$ cat src/rtl/dec_to_bin_pkg.sv
// Shared types and constants for the BCD-to-binary converter.
package dec_to_bin_pkg;

    localparam int unsigned DEFAULT_DIGITS = 8;
    localparam int unsigned DIGIT_W        = 4;
    localparam int unsigned CORR_THRESH    = 8;
    localparam int unsigned CORR_SUB       = 3;
    localparam int unsigned ILLEGAL_MIN    = 10;

    typedef enum logic [1:0] {
        IDLE   = 2'd0,
        SHIFT  = 2'd1,
        FINISH = 2'd2
    } state_e;

endpackage

$ cat src/rtl/dec_to_bin_dabble_step.sv
// One reverse double-dabble step: shift {S,B} right by one, then subtract 3
// from every BCD digit of S that is >= 8.
// Ports:
//   sb_i  {S,B} before the step (S in the upper W bits)
//   sb_o  {S,B} after the shift and per-digit correction
module dabble_step
    import dec_to_bin_pkg::*;
#(
    parameter int unsigned DIGITS = DEFAULT_DIGITS
) (
    input  logic [2*DIGIT_W*DIGITS-1:0] sb_i,
    output logic [2*DIGIT_W*DIGITS-1:0] sb_o
);

    localparam int unsigned W = DIGIT_W * DIGITS;

    logic [2*W-1:0] shifted;

    assign shifted      = sb_i >> 1;
    assign sb_o[W-1:0]  = shifted[W-1:0];

    // Per-digit correction; digits are independent (no borrow between them).
    for (genvar k = 0; k < DIGITS; k++) begin : g_digit
        logic [DIGIT_W-1:0] dig;
        assign dig = shifted[W + DIGIT_W*k +: DIGIT_W];
        assign sb_o[W + DIGIT_W*k +: DIGIT_W] =
            (dig >= DIGIT_W'(CORR_THRESH)) ? dig - DIGIT_W'(CORR_SUB) : dig;
    end

endmodule

$ cat src/rtl/dec_to_bin.sv
// Sequential BCD-to-binary converter (reverse double dabble) with a
// start/busy/done handshake.
// Optional build macro: DEC_TO_BIN_DUAL_SHIFT_EN -- two chained dabble steps
// per SHIFT cycle, halving conversion latency.
// Ports:
//   clk     system clock
//   rst_n   asynchronous active-low reset
//   start   conversion request, sampled only in IDLE
//   bcd     packed BCD digits, ten_k at bcd[4k+3:4k]
//   busy    high while a conversion is in progress
//   done    one-cycle pulse when binary/error are updated
//   error   last request contained a digit > 9
//   binary  zero-extended result, held between done pulses
module dec_to_bin
    import dec_to_bin_pkg::*;
#(
    parameter int unsigned DIGITS = DEFAULT_DIGITS
) (
    input  logic                       clk,
    input  logic                       rst_n,
    input  logic                       start,
    input  logic [DIGIT_W*DIGITS-1:0]  bcd,
    output logic                       busy,
    output logic                       done,
    output logic                       error,
    output logic [DIGIT_W*DIGITS-1:0]  binary
);

    localparam int unsigned W = DIGIT_W * DIGITS;
`ifdef DEC_TO_BIN_DUAL_SHIFT_EN
    localparam int unsigned STEPS = W / 2;
`else
    localparam int unsigned STEPS = W;
`endif
    localparam int unsigned CNT_W = (STEPS > 1) ? $clog2(STEPS) : 1;

    state_e             state_q, state_d;
    logic [W-1:0]       s_q, s_d;
    logic [W-1:0]       b_q, b_d;
    logic [CNT_W-1:0]   cnt_q, cnt_d;
    logic               busy_q, busy_d;
    logic               done_q, done_d;
    logic               error_q, error_d;
    logic [W-1:0]       binary_q, binary_d;

    logic [DIGITS-1:0]  dig_bad;
    logic [2*W-1:0]     step_out;

    // Flag any input digit outside 0..9.
    for (genvar k = 0; k < DIGITS; k++) begin : g_check
        assign dig_bad[k] = (bcd[DIGIT_W*k +: DIGIT_W] >= DIGIT_W'(ILLEGAL_MIN));
    end

    // Shift/correct datapath: one step, or two chained steps per cycle.
`ifdef DEC_TO_BIN_DUAL_SHIFT_EN
    logic [2*W-1:0] step_mid;

    dabble_step #(.DIGITS(DIGITS)) u_step0 (
        .sb_i ({s_q, b_q}),
        .sb_o (step_mid)
    );

    dabble_step #(.DIGITS(DIGITS)) u_step1 (
        .sb_i (step_mid),
        .sb_o (step_out)
    );
`else
    dabble_step #(.DIGITS(DIGITS)) u_step0 (
        .sb_i ({s_q, b_q}),
        .sb_o (step_out)
    );
`endif

    // State and datapath registers.
    always_ff @(posedge clk or negedge rst_n) begin
        if (!rst_n) begin
            state_q  <= IDLE;
            s_q      <= '0;
            b_q      <= '0;
            cnt_q    <= '0;
            busy_q   <= 1'b0;
            done_q   <= 1'b0;
            error_q  <= 1'b0;
            binary_q <= '0;
        end else begin
            state_q  <= state_d;
            s_q      <= s_d;
            b_q      <= b_d;
            cnt_q    <= cnt_d;
            busy_q   <= busy_d;
            done_q   <= done_d;
            error_q  <= error_d;
            binary_q <= binary_d;
        end
    end

    // Next-state and output logic. done/binary/error are registered on the
    // edge entering FINISH so they are all visible during the FINISH cycle.
    always_comb begin
        state_d  = state_q;
        s_d      = s_q;
        b_d      = b_q;
        cnt_d    = cnt_q;
        busy_d   = busy_q;
        done_d   = 1'b0;
        error_d  = error_q;
        binary_d = binary_q;

        case (state_q)
            IDLE: begin
                busy_d = 1'b0;
                if (start) begin
                    if (|dig_bad) begin
                        state_d  = FINISH;
                        b_d      = '0;
                        error_d  = 1'b1;
                        binary_d = '0;
                        done_d   = 1'b1;
                    end else begin
                        state_d  = SHIFT;
                        s_d      = bcd;
                        b_d      = '0;
                        cnt_d    = '0;
                        error_d  = 1'b0;
                        busy_d   = 1'b1;
                    end
                end
            end
            SHIFT: begin
                s_d   = step_out[2*W-1:W];
                b_d   = step_out[W-1:0];
                cnt_d = cnt_q + CNT_W'(1);
                if (cnt_q == CNT_W'(STEPS - 1)) begin
                    state_d  = FINISH;
                    busy_d   = 1'b0;
                    done_d   = 1'b1;
                    binary_d = step_out[W-1:0];
                end
            end
            FINISH: begin
                state_d = IDLE;
                busy_d  = 1'b0;
            end
            default: begin
                state_d = IDLE;
                busy_d  = 1'b0;
            end
        endcase
    end

    assign busy   = busy_q;
    assign done   = done_q;
    assign error  = error_q;
    assign binary = binary_q;

endmodule

$ cat config.mk
export PLATFORM = sky130hd
export DESIGN_NAME = dec_to_bin
export DESIGN_NICKNAME = d
export VERILOG_FILES = /design/src/rtl/dec_to_bin_pkg.sv /design/src/rtl/dec_to_bin_dabble_step.sv /design/src/rtl/dec_to_bin.sv
export SDC_FILE = /design/constraint.sdc
export NUM_CORES = 1
export LEC_CHECK = 0
export BUFFER_PORTS_ARGS = -buffer_cell sky130_fd_sc_hd__buf_2
export CORE_UTILIZATION = 35
export CTS_BUF_LIST = sky130_fd_sc_hd__clkbuf_16
export DETAILED_ROUTE_END_ITERATION = 16
export GPL_TIMING_DRIVEN = 0
export REMOVE_ABC_BUFFERS = 1
export SYNTH_ARGS = -nofsm -noshare
export SYNTH_HDL_FRONTEND = slang
export SYNTH_HIERARCHICAL = 1
export SYNTH_SLANG_ARGS = --single-unit
export TNS_END_PERCENT = 100
$ cat constraint.sdc
create_clock -name clk -period 6 [get_ports clk]
set_clock_uncertainty 0.2 [all_clocks]
set_input_delay 0.3 -clock clk [delete_from_list [all_inputs] [get_ports clk]]
set_output_delay 0.3 -clock clk [all_outputs]
set_load 0.01 [all_outputs]
==> results of run 1 <==
-- critical path, cell delays in order, from the launching register on --
cell and delay, ps:
sky130_fd_sc_hd__dfrtp_1 430, sky130_fd_sc_hd__nand2b_2 540, sky130_fd_sc_hd__nand2_1 1070, sky130_fd_sc_hd__and2_4 920, sky130_fd_sc_hd__a31oi_4 150
-- path summary, 6_finish.rpt --
| kind | startpoint | end | slack (ps) | cells after the start |
|---|---|---|---|---|
| setup reg to reg | state_q[1] | s_q[22] | 2470 | 4 |
| min in group asynchronous | rst_n | s_q[22] | 340 | 2 |
| setup / recovery | state_q[1] | s_q[22] | 2470 | 4 |
| hold / removal | bcd[0] | s_q[0] | 40 | 3 |
| hold reg to reg | binary[13] | binary[13] | 290 | 1 |
| max in group asynchronous | rst_n | b_q[29] | 4550 | 3 |
-- metrics by stage --
step / setup WS (ps) / hold WS, ps / cell area, sq um / TNS, ps
floorplan: -36.0 / -196 / 5100 / -1120
global placement: -3760 / 274 / 5710 / -217600
CTS: 1950 / 24.3 / 6110 / 0
global route: 2210 / 37.1 / 6110 / 0
finish: 2470 / 36.0 / 6110 / 0
detailed placement: 1960 / 198 / 5810 / 0
-- registers in the layout (all words and copies together) (netlist names) --
signal	cells
error	1
busy	1
binary	32
state_q	2
cnt_q	5
b_q	31
done	1
s_q	32
-- report_power, final --
group / internal (mW) / switching [mW]
combinational: 0.321 / 0.327
sequential: 0.834 / 0.150
clock: 0.291 / 0.286
-- layer usage --
layer	vias up	part of all wire (%)
li1	1732	-
met1	1886	47
met2	63	48
met3	16	3.4
met4	0	2.1
met5	-	0
-- cells in the final DEF, fill, tap and decap left out, types with 3 or more instances in the layout --
cell type,instances
sky130_fd_sc_hd__a31oi_4,30
sky130_fd_sc_hd__nor2b_1,8
sky130_fd_sc_hd__inv_1,17
sky130_fd_sc_hd__xnor2_1,7
sky130_fd_sc_hd__a32o_1,32
sky130_fd_sc_hd__nand2_1,77
sky130_fd_sc_hd__clkbuf_16,9
sky130_fd_sc_hd__o21ai_0,13
sky130_fd_sc_hd__a22o_1,33
sky130_fd_sc_hd__buf_2,68
sky130_fd_sc_hd__o21ai_1,3
sky130_fd_sc_hd__a21oi_1,40
sky130_fd_sc_hd__nor2_1,7
sky130_fd_sc_hd__nand2b_1,8
sky130_fd_sc_hd__dfrtp_1,105
sky130_fd_sc_hd__xor2_1,9
sky130_fd_sc_hd__ha_1,16
-- area by class of cell --
cell class	instances	share of cell area [%]
sequential	105	43.0
multi-input combinational	299	39.7
clock inverter	7	1.00
inverter	16	0.983
tap	211	4.32
clock buffer	9	3.69
timing repair buffer	74	7.33
==> report_table.html, run 1 <==
<table>
<tr><th>Metric</th><th>Value</th></tr>
<tr><th colspan="2">Global route</th></tr>
<tr><td>Total global routing overflow</td><td>0</td></tr>
<tr><td>Number of global-route vias before repair</td><td>3730</td></tr>
<tr><td>Largest net degree at the start of global routing</td><td>56</td></tr>
<tr><td>Overall global routing resource usage</td><td>14.7%</td></tr>
<tr><td>Met3 track demand over resource</td><td>2.54%</td></tr>
<tr><td>Layer carrying the most global-route usage</td><td>met2</td></tr>
<tr><td>Global-route wire length before repair</td><td>between 15 and 20 mm</td></tr>
<tr><td>Number of antenna violations at the first check in global routing</td><td>0</td></tr>
<tr><td>Met1 usage</td><td>about 20%</td></tr>
<tr><td>Met2 track demand over resource in global routing</td><td>23.6%</td></tr>
<tr><th colspan="2">Synthesis</th></tr>
<tr><td>Average size of a mapped cell</td><td>approximately 11 sq um</td></tr>
<tr><td>YS warnings</td><td>6</td></tr>
<tr><td>Cells after synthesis</td><td>491</td></tr>
<tr><td>Cell area after synthesis</td><td>around 5600 sq um</td></tr>
<tr><th colspan="2">Run status</th></tr>
<tr><td>Outcome</td><td>completed</td></tr>
<tr><th colspan="2">STA</th></tr>
<tr><td>Count of endpoints failing setup in the final report</td><td>0</td></tr>
<tr><td>Final period demand of the worst path</td><td>~3500 ps</td></tr>
<tr><td>Least-Margin Pin Slew</td><td>~1200 ps</td></tr>
<tr><td>Setup repair after global routing missed its margin</td><td>false</td></tr>
<tr><td>Fmax achieved</td><td>284 MHz</td></tr>
<tr><td>Max-slew violation count</td><td>0</td></tr>
<tr><td>Part of the cycle the worst path needs</td><td>a little under 60%</td></tr>
<tr><td>Number of hold-slack violations in the final timing report</td><td>0</td></tr>
<tr><td>Worst max-slew margin expressed relative to the limit</td><td>a little under a fifth</td></tr>
<tr><th colspan="2">Clocking</th></tr>
<tr><td>Clock-pin slew on the worst setup and hold paths</td><td>70 ps</td></tr>
<tr><td>Count of hold-fix buffers inserted at cts</td><td>1</td></tr>
<tr><td>Cell at the root of the clock tree</td><td>sky130_fd_sc_hd__clkbuf_16</td></tr>
<tr><td>Clock buffer depth</td><td>2</td></tr>
<tr><td>Clock latency at the later pin of the worst-skew pair</td><td>350 ps</td></tr>
<tr><td>Clock buffers created by TritonCTS</td><td>9</td></tr>
<tr><td>Number of setup buffers added after CTS</td><td>0</td></tr>
<tr><td>CTS H-tree lvls</td><td>3</td></tr>
<tr><td>Count of instances resized after the clock tree is built</td><td>0</td></tr>
<tr><td>Clock Sinks</td><td>105</td></tr>
<tr><td>Clock tree from TritonCTS</td><td>built</td></tr>
<tr><th colspan="2">Job</th></tr>
<tr><td>Number of max-capacitance violations reported</td><td>0</td></tr>
<tr><th colspan="2">Routing</th></tr>
<tr><td>Avg Vias per Cell</td><td>5.13</td></tr>
<tr><td>DRC errors left</td><td>0</td></tr>
<tr><td>Average routed wire per standard cell</td><td>15.8 um</td></tr>
<tr><td>Final ANT Viol Nets</td><td>0</td></tr>
<tr><td>Detailed router's first-iteration violation count</td><td>approximately 220</td></tr>
<tr><td>Via total after detailed routing</td><td>~3.7k</td></tr>
<tr><td>Routed wire length</td><td>11.4 mm</td></tr>
<tr><td>Drt pass-1 iters</td><td>4</td></tr>
<tr><th colspan="2">Finish</th></tr>
<tr><td>Antenna Cells</td><td>0</td></tr>
<tr><td>Area growth from synthesis to layout</td><td>9.14%</td></tr>
<tr><td>Post-route non-filler standard cell count</td><td>just over 700</td></tr>
<tr><td>Number of nets in the finished design</td><td>556</td></tr>
<tr><td>Count of fill cells added during filler insertion</td><td>1491</td></tr>
<tr><td>Fraction of final layout cells with drive strength greater than 1</td><td>24.5%</td></tr>
<tr><td>Area occupied by multi-input gates</td><td>2420 sq um</td></tr>
<tr><td>FF/Latch Area</td><td>2630 sq um</td></tr>
<tr><td>Util after Layout</td><td>between 30% and 40%</td></tr>
<tr><th colspan="2">Worst setup path</th></tr>
<tr><td>Required time of the critical path</td><td>about 6000 ps</td></tr>
<tr><td>Maximum net fanout on the critical path</td><td>35</td></tr>
<tr><td>Startpoint Class</td><td>flop</td></tr>
<tr><td>Crit. End Element</td><td>flop</td></tr>
<tr><td>CP Class</td><td>reg -&gt; reg</td></tr>
<tr><td>CP arrival</td><td>3520 ps</td></tr>
<tr><th colspan="2">Floorplanning</th></tr>
<tr><td>Rows</td><td>between 40 and 50</td></tr>
<tr><td>Placeable core region</td><td>around 15000 sq um</td></tr>
<tr><td>Die span in y</td><td>around 130 um</td></tr>
<tr><td>Initial standard-cell utilization of the core</td><td>between 30% and 40%</td></tr>
<tr><td>Count of boundary I/O pins</td><td>70</td></tr>
<tr><td>Width of the die</td><td>roughly 130 um</td></tr>
<tr><td>Area of the die</td><td>around 16000 sq um</td></tr>
<tr><th colspan="2">Placed design</th></tr>
<tr><td>Routability congestion estimate from global placement</td><td>about 0.75</td></tr>
<tr><td>Number of cells after detailed placement</td><td>roughly 700</td></tr>
<tr><td>Number of I/O port buffers</td><td>69</td></tr>
<tr><td>Final HPWL DP</td><td>7.36 mm</td></tr>
<tr><th colspan="2">Pwr</th></tr>
<tr><td>Static Leak</td><td>between 2 and 3 nW</td></tr>
<tr><td>Total power</td><td>roughly 2.2 mW</td></tr>
<tr><td>Max rail drop VDD</td><td>~0.13 mV</td></tr>
<tr><td>Cell Pwr Density</td><td>about 360 nW/um^2</td></tr>
<tr><th colspan="2">Hold path</th></tr>
<tr><td>Path category of the worst min-delay check</td><td>in -&gt; reg</td></tr>
</table>
Note: power is estimated with default switching activity, not from simulation.
==> run 2, diff against run 1 <==
--- a/config.mk
+++ b/config.mk
@@ -5,6 +5,7 @@
 export SDC_FILE = /design/constraint.sdc
 export NUM_CORES = 1
 export LEC_CHECK = 0
+export ABC_AREA = 1
 export BUFFER_PORTS_ARGS = -buffer_cell sky130_fd_sc_hd__buf_2
 export CORE_UTILIZATION = 35
 export CTS_BUF_LIST = sky130_fd_sc_hd__clkbuf_16
==> constraint.sdc (replaced) <==
create_clock -name clk -period 3.2 [get_ports clk]
set_clock_uncertainty 0.2 [all_clocks]
set_input_delay 0.16 -clock clk [delete_from_list [all_inputs] [get_ports clk]]
set_output_delay 0.16 -clock clk [all_outputs]
set_load 0.01 [all_outputs]
==> report_table.html, run 2 <==
<table>
<tr><th>Metric</th><th>Value</th></tr>
<tr><th colspan="2">Floorplanning</th></tr>
<tr><td>Placeable core region</td><td>approximately 15000 sq um</td></tr>
<tr><td>Area of the die</td><td>approximately 16000 sq um</td></tr>
<tr><td>Die span in y</td><td>between 100 and 150 um</td></tr>
<tr><td>Rows</td><td>45</td></tr>
<tr><td>Width of the die</td><td>between 100 and 150 um</td></tr>
<tr><td>Count of boundary I/O pins</td><td>70</td></tr>
<tr><td>Initial standard-cell utilization of the core</td><td>between 30 and 40%</td></tr>
<tr><th colspan="2">Finish</th></tr>
<tr><td>Post-route cell area</td><td>between 6000 and 7000 sq um</td></tr>
<tr><td>Antenna Cells</td><td>0</td></tr>
<tr><td>Area growth from synthesis to layout</td><td>16.6%</td></tr>
<tr><td>Fraction of final layout cells with drive strength greater than 1</td><td>between 10 and 15%</td></tr>
<tr><td>Count of fill cells added during filler insertion</td><td>1567</td></tr>
<tr><td>Area occupied by multi-input gates</td><td>~2400 sq um</td></tr>
<tr><td>FF/Latch Area</td><td>2630 sq um</td></tr>
<tr><td>Number of nets in the finished design</td><td>between 800 and 900</td></tr>
<tr><td>Commonest cells after routing, fill and taps aside</td><td>314 x sky130_fd_sc_hd__nand2_1, 137 x sky130_fd_sc_hd__nand3_1, 105 x sky130_fd_sc_hd__dfrtp_1</td></tr>
<tr><td>Most common library cell in the layout ignoring fill and taps</td><td>sky130_fd_sc_hd__nand2_1</td></tr>
<tr><th colspan="2">Worst setup path</th></tr>
<tr><td>Critical path's top delay family</td><td>simple AND/OR/NAND/NOR gates</td></tr>
<tr><td>Startpoint Class</td><td>flop</td></tr>
<tr><td>CP arrival</td><td>2900 ps</td></tr>
<tr><td>Number of buffers and inverters on the critical path</td><td>4</td></tr>
<tr><td>CP Class</td><td>reg -&gt; reg</td></tr>
<tr><td>Slowest CP cell</td><td>sky130_fd_sc_hd__nor2_4</td></tr>
<tr><td>Cells along the critical path</td><td>inv_1, nor2_4, buf_12, inv_4, or2_1, o31ai_1, inv_2, nand3_1, nand2_1</td></tr>
<tr><td>Maximum net fanout on the critical path</td><td>66</td></tr>
<tr><td>Reg-to-reg critical path startpoint</td><td>state_q[0]</td></tr>
<tr><td>Slowest stage delay, CP</td><td>between 500 and 600 ps</td></tr>
<tr><td>First element of the critical path</td><td>state_q[0]</td></tr>
<tr><td>Crit. End Element</td><td>flop</td></tr>
<tr><td>Crit. path cell count</td><td>9</td></tr>
<tr><td>Required time of the critical path</td><td>roughly 3200 ps</td></tr>
<tr><td>Worst R2R Path Depth</td><td>9</td></tr>
<tr><th colspan="2">Clocking</th></tr>
<tr><td>Number of setup buffers added after CTS</td><td>0</td></tr>
<tr><td>CTS H-tree lvls</td><td>3</td></tr>
<tr><td>Clock tree from TritonCTS</td><td>built</td></tr>
<tr><td>Clock-pin slew on the worst setup and hold paths</td><td>about 80 ps</td></tr>
<tr><td>Clock buffers created by TritonCTS</td><td>9</td></tr>
<tr><td>Clock latency at the later pin of the worst-skew pair</td><td>approximately 350 ps</td></tr>
<tr><td>Clock buffer depth</td><td>2</td></tr>
<tr><td>Clock Sinks</td><td>approximately 110</td></tr>
<tr><td>Cell at the root of the clock tree</td><td>sky130_fd_sc_hd__clkbuf_16</td></tr>
<tr><th colspan="2">STA</th></tr>
<tr><td>Max-slew violation count</td><td>0</td></tr>
<tr><td>Setup repair after global routing missed its margin</td><td>false</td></tr>
<tr><td>Worst max-slew margin expressed relative to the limit</td><td>approximately 16%</td></tr>
<tr><td>Count of endpoints failing setup in the final report</td><td>0</td></tr>
<tr><td>Minimum setup slack in the final design</td><td>between 300 and 400 ps</td></tr>
<tr><td>Least-Margin Pin Slew</td><td>1260 ps</td></tr>
<tr><td>Final period demand of the worst path</td><td>2860 ps</td></tr>
<tr><td>Number of hold-slack violations in the final timing report</td><td>0</td></tr>
<tr><td>Fmax achieved</td><td>roughly 350 MHz</td></tr>
<tr><td>Min Hold Slack</td><td>approximately 220 ps</td></tr>
<tr><td>Part of the cycle the worst path needs</td><td>about nine tenths</td></tr>
<tr><th colspan="2">Run status</th></tr>
<tr><td>Outcome</td><td>completed</td></tr>
<tr><th colspan="2">Placed design</th></tr>
<tr><td>Number of I/O port buffers</td><td>69</td></tr>
<tr><td>Setup slack at placement</td><td>-1120 ps</td></tr>
<tr><td>Placement Cell Area</td><td>around 5800 sq um</td></tr>
<tr><td>Routability congestion estimate from global placement</td><td>0.751</td></tr>
<tr><td>Final HPWL DP</td><td>between 7 and 8 mm</td></tr>
<tr><th colspan="2">Global route</th></tr>
<tr><td>Largest net degree at the start of global routing</td><td>67</td></tr>
<tr><td>Number of global-route vias before repair</td><td>between 4k and 5k</td></tr>
<tr><td>Global-route wire length before repair</td><td>between 20 and 25 mm</td></tr>
<tr><td>Number of antenna violations at the first check in global routing</td><td>0</td></tr>
<tr><td>Overall global routing resource usage</td><td>roughly 16%</td></tr>
<tr><td>Total global routing overflow</td><td>0</td></tr>
<tr><th colspan="2">Routing</th></tr>
<tr><td>DRC errors left</td><td>0</td></tr>
<tr><td>Drt pass-1 iters</td><td>4</td></tr>
<tr><td>Final ANT Viol Nets</td><td>0</td></tr>
<tr><td>Average routed wire per standard cell</td><td>roughly 13 um</td></tr>
<tr><td>Via total after detailed routing</td><td>between 4k and 5k</td></tr>
<tr><td>Routed wire length</td><td>12.6 mm</td></tr>
<tr><td>Detailed router's first-iteration violation count</td><td>407</td></tr>
<tr><td>Avg Vias per Cell</td><td>between 4 and 5</td></tr>
<tr><th colspan="2">Pwr</th></tr>
<tr><td>Cell Pwr Density</td><td>between 500 and 600 nW/um^2</td></tr>
<tr><td>Total power</td><td>between 3 and 4 mW</td></tr>
<tr><td>Static Leak</td><td>about 3.7 nW</td></tr>
<tr><td>Max rail drop VDD</td><td>between 0.2 and 0.3 mV</td></tr>
<tr><th colspan="2">Synthesis</th></tr>
<tr><td>Average size of a mapped cell</td><td>about 7.6 sq um</td></tr>
<tr><td>YS warnings</td><td>6</td></tr>
<tr><td>Cell area after synthesis</td><td>~5600 sq um</td></tr>
<tr><td>Cells after synthesis</td><td>around 730</td></tr>
<tr><th colspan="2">Hold path</th></tr>
<tr><td>Path category of the worst min-delay check</td><td>in -&gt; async</td></tr>
<tr><th colspan="2">Job</th></tr>
<tr><td>Number of max-capacitance violations reported</td><td>0</td></tr>
</table>
==> run 2: worst paths after layout <==
| check | endpoint | slack [ps] |
|---|---|---|
| worst max-delay path | binary[15] | 340 |
| worst min-delay path | binary[2] | 220 |
| worst max register to register | binary[15] | 340 |
| worst min register to register | s_q[31] | 270 |
| max in group asynchronous | s_q[27] | 1850 |
| min in group clk | s_q[31] | 270 |
==> run 2: stage by stage <==
stage / TNS [ps] / utilization [%] / cells
floorplan: -133000 / - / 659
global placement: -384020 / 37.3 / 939
detailed placement: -40950 / 37.8 / 942
CTS: 0 / 42.2 / 991
global route: 0 / 42.2 / 991
finish: 0 / 42.2 / 991
==> run 2: worst register-to-register path, delay by kind of cell, from the launching register on <==
family	cells	cell delay, ps
buf+inv	4	940
compound gates	1	90
flops	1	360
simple gates	4	1170
==> run 2: timing repair <==
action / in CTS / in global routing
setup endpoints to repair: 37 / 37
hold buffers: 33 / 0
resized for setup: 5 / 1
pin swaps: 1 / 0
endpoints found under the hold margin: 86 / 0
==> run 2: per-layer routing <==
metal	part of all wire (%)	track usage, %	up-vias
met5	0	0	-
met3	3.1	2.71	21
li1	-	-	2352
met1	48	21.8	2112
met4	2.0	5.81	0
met2	46	25.6	65
==> run 2: power breakdown <==
part	total [mW]	internal (mW)	switching, mW
clock network	1.21	0.696	0.516
registers	1.64	1.47	0.173
logic	0.646	0.260	0.386
==> run 2: final cells by class <==
type,instances,share of cell area (%)
flip-flops and latches,105,40.5
multi-input cells,513,36.5
repair buffers,105,11.5
well taps,211,4.07
clock buffers,9,3.47
inverters,41,2.41
clock inverters,7,1.56
==> run 3, diff against run 2 <==
--- a/config.mk
+++ b/config.mk
@@ -7,10 +7,10 @@
 export LEC_CHECK = 0
 export ABC_AREA = 1
 export BUFFER_PORTS_ARGS = -buffer_cell sky130_fd_sc_hd__buf_2
+export CORE_ASPECT_RATIO = 1.5
 export CORE_UTILIZATION = 35
 export CTS_BUF_LIST = sky130_fd_sc_hd__clkbuf_16
 export DETAILED_ROUTE_END_ITERATION = 16
-export GPL_TIMING_DRIVEN = 0
 export REMOVE_ABC_BUFFERS = 1
 export SYNTH_ARGS = -nofsm -noshare
 export SYNTH_HDL_FRONTEND = slang
==> report_table.html, run 3 (synthesis gave the netlist of run 2 again) <==
<table>
<tr><th>Metric</th><th>Value</th></tr>
<tr><th colspan="2">Routing</th></tr>
<tr><td>Avg Vias per Cell</td><td>4.71</td></tr>
<tr><td>Average routed wire per standard cell</td><td>~12 um</td></tr>
<tr><td>Routed wire length</td><td>between 10 and 15 mm</td></tr>
<tr><td>Final ANT Viol Nets</td><td>0</td></tr>
<tr><td>Detailed router's first-iteration violation count</td><td>around 240</td></tr>
<tr><td>Via total after detailed routing</td><td>roughly 4.7k</td></tr>
<tr><td>DRC errors left</td><td>0</td></tr>
<tr><td>Drt pass-1 iters</td><td>4</td></tr>
<tr><th colspan="2">STA</th></tr>
<tr><td>Total negative setup slack</td><td>0 ps</td></tr>
<tr><td>Worst max-slew margin expressed relative to the limit</td><td>about 50%</td></tr>
<tr><td>Least-Margin Pin Slew</td><td>around 750 ps</td></tr>
<tr><td>Final period demand of the worst path</td><td>~2200 ps</td></tr>
<tr><td>Fmax achieved</td><td>between 400 and 500 MHz</td></tr>
<tr><td>Setup repair after global routing missed its margin</td><td>false</td></tr>
<tr><td>Max-slew violation count</td><td>0</td></tr>
<tr><td>Number of hold-slack violations in the final timing report</td><td>0</td></tr>
<tr><td>Count of endpoints failing setup in the final report</td><td>0</td></tr>
<tr><td>Part of the cycle the worst path needs</td><td>between 60% and 70%</td></tr>
<tr><th colspan="2">Worst setup path</th></tr>
<tr><td>CP Class</td><td>in -&gt; reg</td></tr>
<tr><td>First element of the critical path</td><td>bcd[18]</td></tr>
<tr><td>Slowest stage delay, CP</td><td>between 500 and 600 ps</td></tr>
<tr><td>Worst setup endpoint</td><td>cnt_q[4]</td></tr>
<tr><td>CP arrival</td><td>around 2200 ps</td></tr>
<tr><td>Maximum net fanout on the critical path</td><td>37</td></tr>
<tr><td>Slowest CP cell</td><td>sky130_fd_sc_hd__dlygate4sd3_1</td></tr>
<tr><td>Required time of the critical path</td><td>between 3000 and 4000 ps</td></tr>
<tr><td>Worst R2R Path Depth</td><td>7</td></tr>
<tr><td>Crit. End Element</td><td>flop</td></tr>
<tr><td>Capturing point of the worst reg2reg path</td><td>s_q[8]</td></tr>
<tr><td>Reg-to-reg critical path startpoint</td><td>state_q[1]</td></tr>
<tr><td>Reg2reg setup slack</td><td>roughly 1100 ps</td></tr>
<tr><td>Startpoint Class</td><td>input pin</td></tr>
<tr><td>Cells along the critical path</td><td>dlygate4sd3_1, buf_2, o21ai_0, nand2_1, nor2_1, nand2_1, nand2_1, nand2_2, nand2_1, nand2_1</td></tr>
<tr><td>Most common cell on crit path</td><td>sky130_fd_sc_hd__nand2_1</td></tr>
<tr><th colspan="2">Global route</th></tr>
<tr><td>Met2 track demand over resource in global routing</td><td>between 20 and 30%</td></tr>
<tr><td>Met1 usage</td><td>a little under a fifth</td></tr>
<tr><td>Overall global routing resource usage</td><td>approximately 16%</td></tr>
<tr><td>Met3 track demand over resource</td><td>roughly 2.5%</td></tr>
<tr><td>Global-route wire length before repair</td><td>20.9 mm</td></tr>
<tr><td>Number of antenna violations at the first check in global routing</td><td>0</td></tr>
<tr><td>Largest net degree at the start of global routing</td><td>approximately 110</td></tr>
<tr><td>Number of global-route vias before repair</td><td>4494</td></tr>
<tr><td>Layer carrying the most global-route usage</td><td>met2</td></tr>
<tr><td>Total global routing overflow</td><td>0</td></tr>
<tr><th colspan="2">Finish</th></tr>
<tr><td>Area growth from synthesis to layout</td><td>16.0%</td></tr>
<tr><td>Area occupied by multi-input gates</td><td>~2300 sq um</td></tr>
<tr><td>Post-route non-filler standard cell count</td><td>~990</td></tr>
<tr><td>Commonest cells after routing, fill and taps aside</td><td>316 x sky130_fd_sc_hd__nand2_1, 137 x sky130_fd_sc_hd__nand3_1, 105 x sky130_fd_sc_hd__dfrtp_1</td></tr>
<tr><td>FF/Latch Area</td><td>~2600 sq um</td></tr>
<tr><td>Number of nets in the finished design</td><td>~830</td></tr>
<tr><td>Most common library cell in the layout ignoring fill and taps</td><td>sky130_fd_sc_hd__nand2_1</td></tr>
<tr><td>Count of fill cells added during filler insertion</td><td>between 1.5k and 2k</td></tr>
<tr><td>Util after Layout</td><td>41.3%</td></tr>
<tr><td>Antenna Cells</td><td>0</td></tr>
<tr><td>Fraction of final layout cells with drive strength greater than 1</td><td>about an eighth</td></tr>
<tr><th colspan="2">Floorplanning</th></tr>
<tr><td>Initial standard-cell utilization of the core</td><td>a little over a third</td></tr>
<tr><td>Count of boundary I/O pins</td><td>70</td></tr>
<tr><td>Rows</td><td>56</td></tr>
<tr><td>Width of the die</td><td>between 100 and 150 um</td></tr>
<tr><td>Area of the die</td><td>between 15000 and 20000 sq um</td></tr>
<tr><td>Die span in y</td><td>156 um</td></tr>
<tr><td>Placeable core region</td><td>about 16000 sq um</td></tr>
<tr><th colspan="2">Clocking</th></tr>
<tr><td>Clock latency at the later pin of the worst-skew pair</td><td>350 ps</td></tr>
<tr><td>Number of setup buffers added after CTS</td><td>0</td></tr>
<tr><td>Count of instances resized after the clock tree is built</td><td>0</td></tr>
<tr><td>CTS H-tree lvls</td><td>3</td></tr>
<tr><td>Clock buffer depth</td><td>2</td></tr>
<tr><td>Clock buffers created by TritonCTS</td><td>9</td></tr>
<tr><td>Clock-pin slew on the worst setup and hold paths</td><td>70 ps</td></tr>
<tr><td>Clock tree from TritonCTS</td><td>built</td></tr>
<tr><td>Cell at the root of the clock tree</td><td>sky130_fd_sc_hd__clkbuf_16</td></tr>
<tr><td>Count of hold-fix buffers inserted at cts</td><td>34</td></tr>
<tr><td>Clock Sinks</td><td>~110</td></tr>
<tr><th colspan="2">Job</th></tr>
<tr><td>Number of max-capacitance violations reported</td><td>0</td></tr>
<tr><th colspan="2">Placed design</th></tr>
<tr><td>Number of I/O port buffers</td><td>~70</td></tr>
<tr><td>Routability congestion estimate from global placement</td><td>~0.78</td></tr>
<tr><td>Number of cells after detailed placement</td><td>between 900 and 1k</td></tr>
<tr><td>Final HPWL DP</td><td>~7.5 mm</td></tr>
<tr><th colspan="2">Pwr</th></tr>
<tr><td>Max rail drop VDD</td><td>0.237 mV</td></tr>
<tr><td>Cell Pwr Density</td><td>roughly 530 nW/um^2</td></tr>
<tr><td>Static Leak</td><td>approximately 3.7 nW</td></tr>
<tr><th colspan="2">Hold path</th></tr>
<tr><td>Path category of the worst min-delay check</td><td>in -&gt; async</td></tr>
<tr><th colspan="2">Run status</th></tr>
<tr><td>Outcome</td><td>completed</td></tr>
</table>
==> run 3: cell types whose count changed in the layout (fill, tap and decap cells not counted), sizes merged <==
cell / before / now
buf: 72 / 79
clkinvlp: 0 / 2
bufinv: 2 / 1
dlygate4sd3: 33 / 34
inv: 45 / 44
==> run 3: worst min path at each step <==
stage,depth (start not counted),endpoint,slack (ps)
final,3,binary[8],210
after global routing,3,s_q[11],280
after detailed placement,2,binary[9],90
after CTS,3,binary[13],260
after global placement,2,binary[9],90
after floorplan,0,b_q[10],-340
==> run 3: metrics by stage <==
step                      hold WS (ps)  setup slack [ps]  cell area, sq um  total power, mW
final                              206              1000              6460             3.40
after global routing               281               752              6460             3.64
after CTS                          258               939              6460             3.44
after detailed placement          86.2              1050              5820             2.29
after global placement            86.9              1050              5820             2.27
after floorplan                   -336             -1870              5120             2.08
==> run 3: where the power goes <==
part / internal (mW) / switching (mW) / leakage, nW
combinational: 0.262 / 0.384 / 2.14
sequential: 1.47 / 0.174 / 1.41
clock: 0.608 / 0.503 / 0.146
total: 2.34 / 1.06 / 3.70
==> run 3: final cells by class <==
class / instances / area share (%)
clock inverter: 7 / 1.12
clock buffer: 9 / 3.49
sequential: 105 / 40.7
timing repair buffer: 113 / 12.0
tap: 203 / 3.93
multi-input combinational: 513 / 36.4
inverter: 41 / 2.38
==> run 3: critical path: cells and delay by family <==
family                 cells  cell delay [ps]
buffers and inverters      2              650
and+or+nand+nor            7             1150
AOI/OAI and AO/OA          1              260
==> run 3: routing by layer <==
| metal | wire (um) | vias up |
|---|---|---|
| met2 | 6180 | 87 |
| met4 | 136 | 0 |
| met3 | 401 | 10 |
| met5 | 0 | - |
| met1 | 5500 | 2194 |
| li1 | - | 2379 |
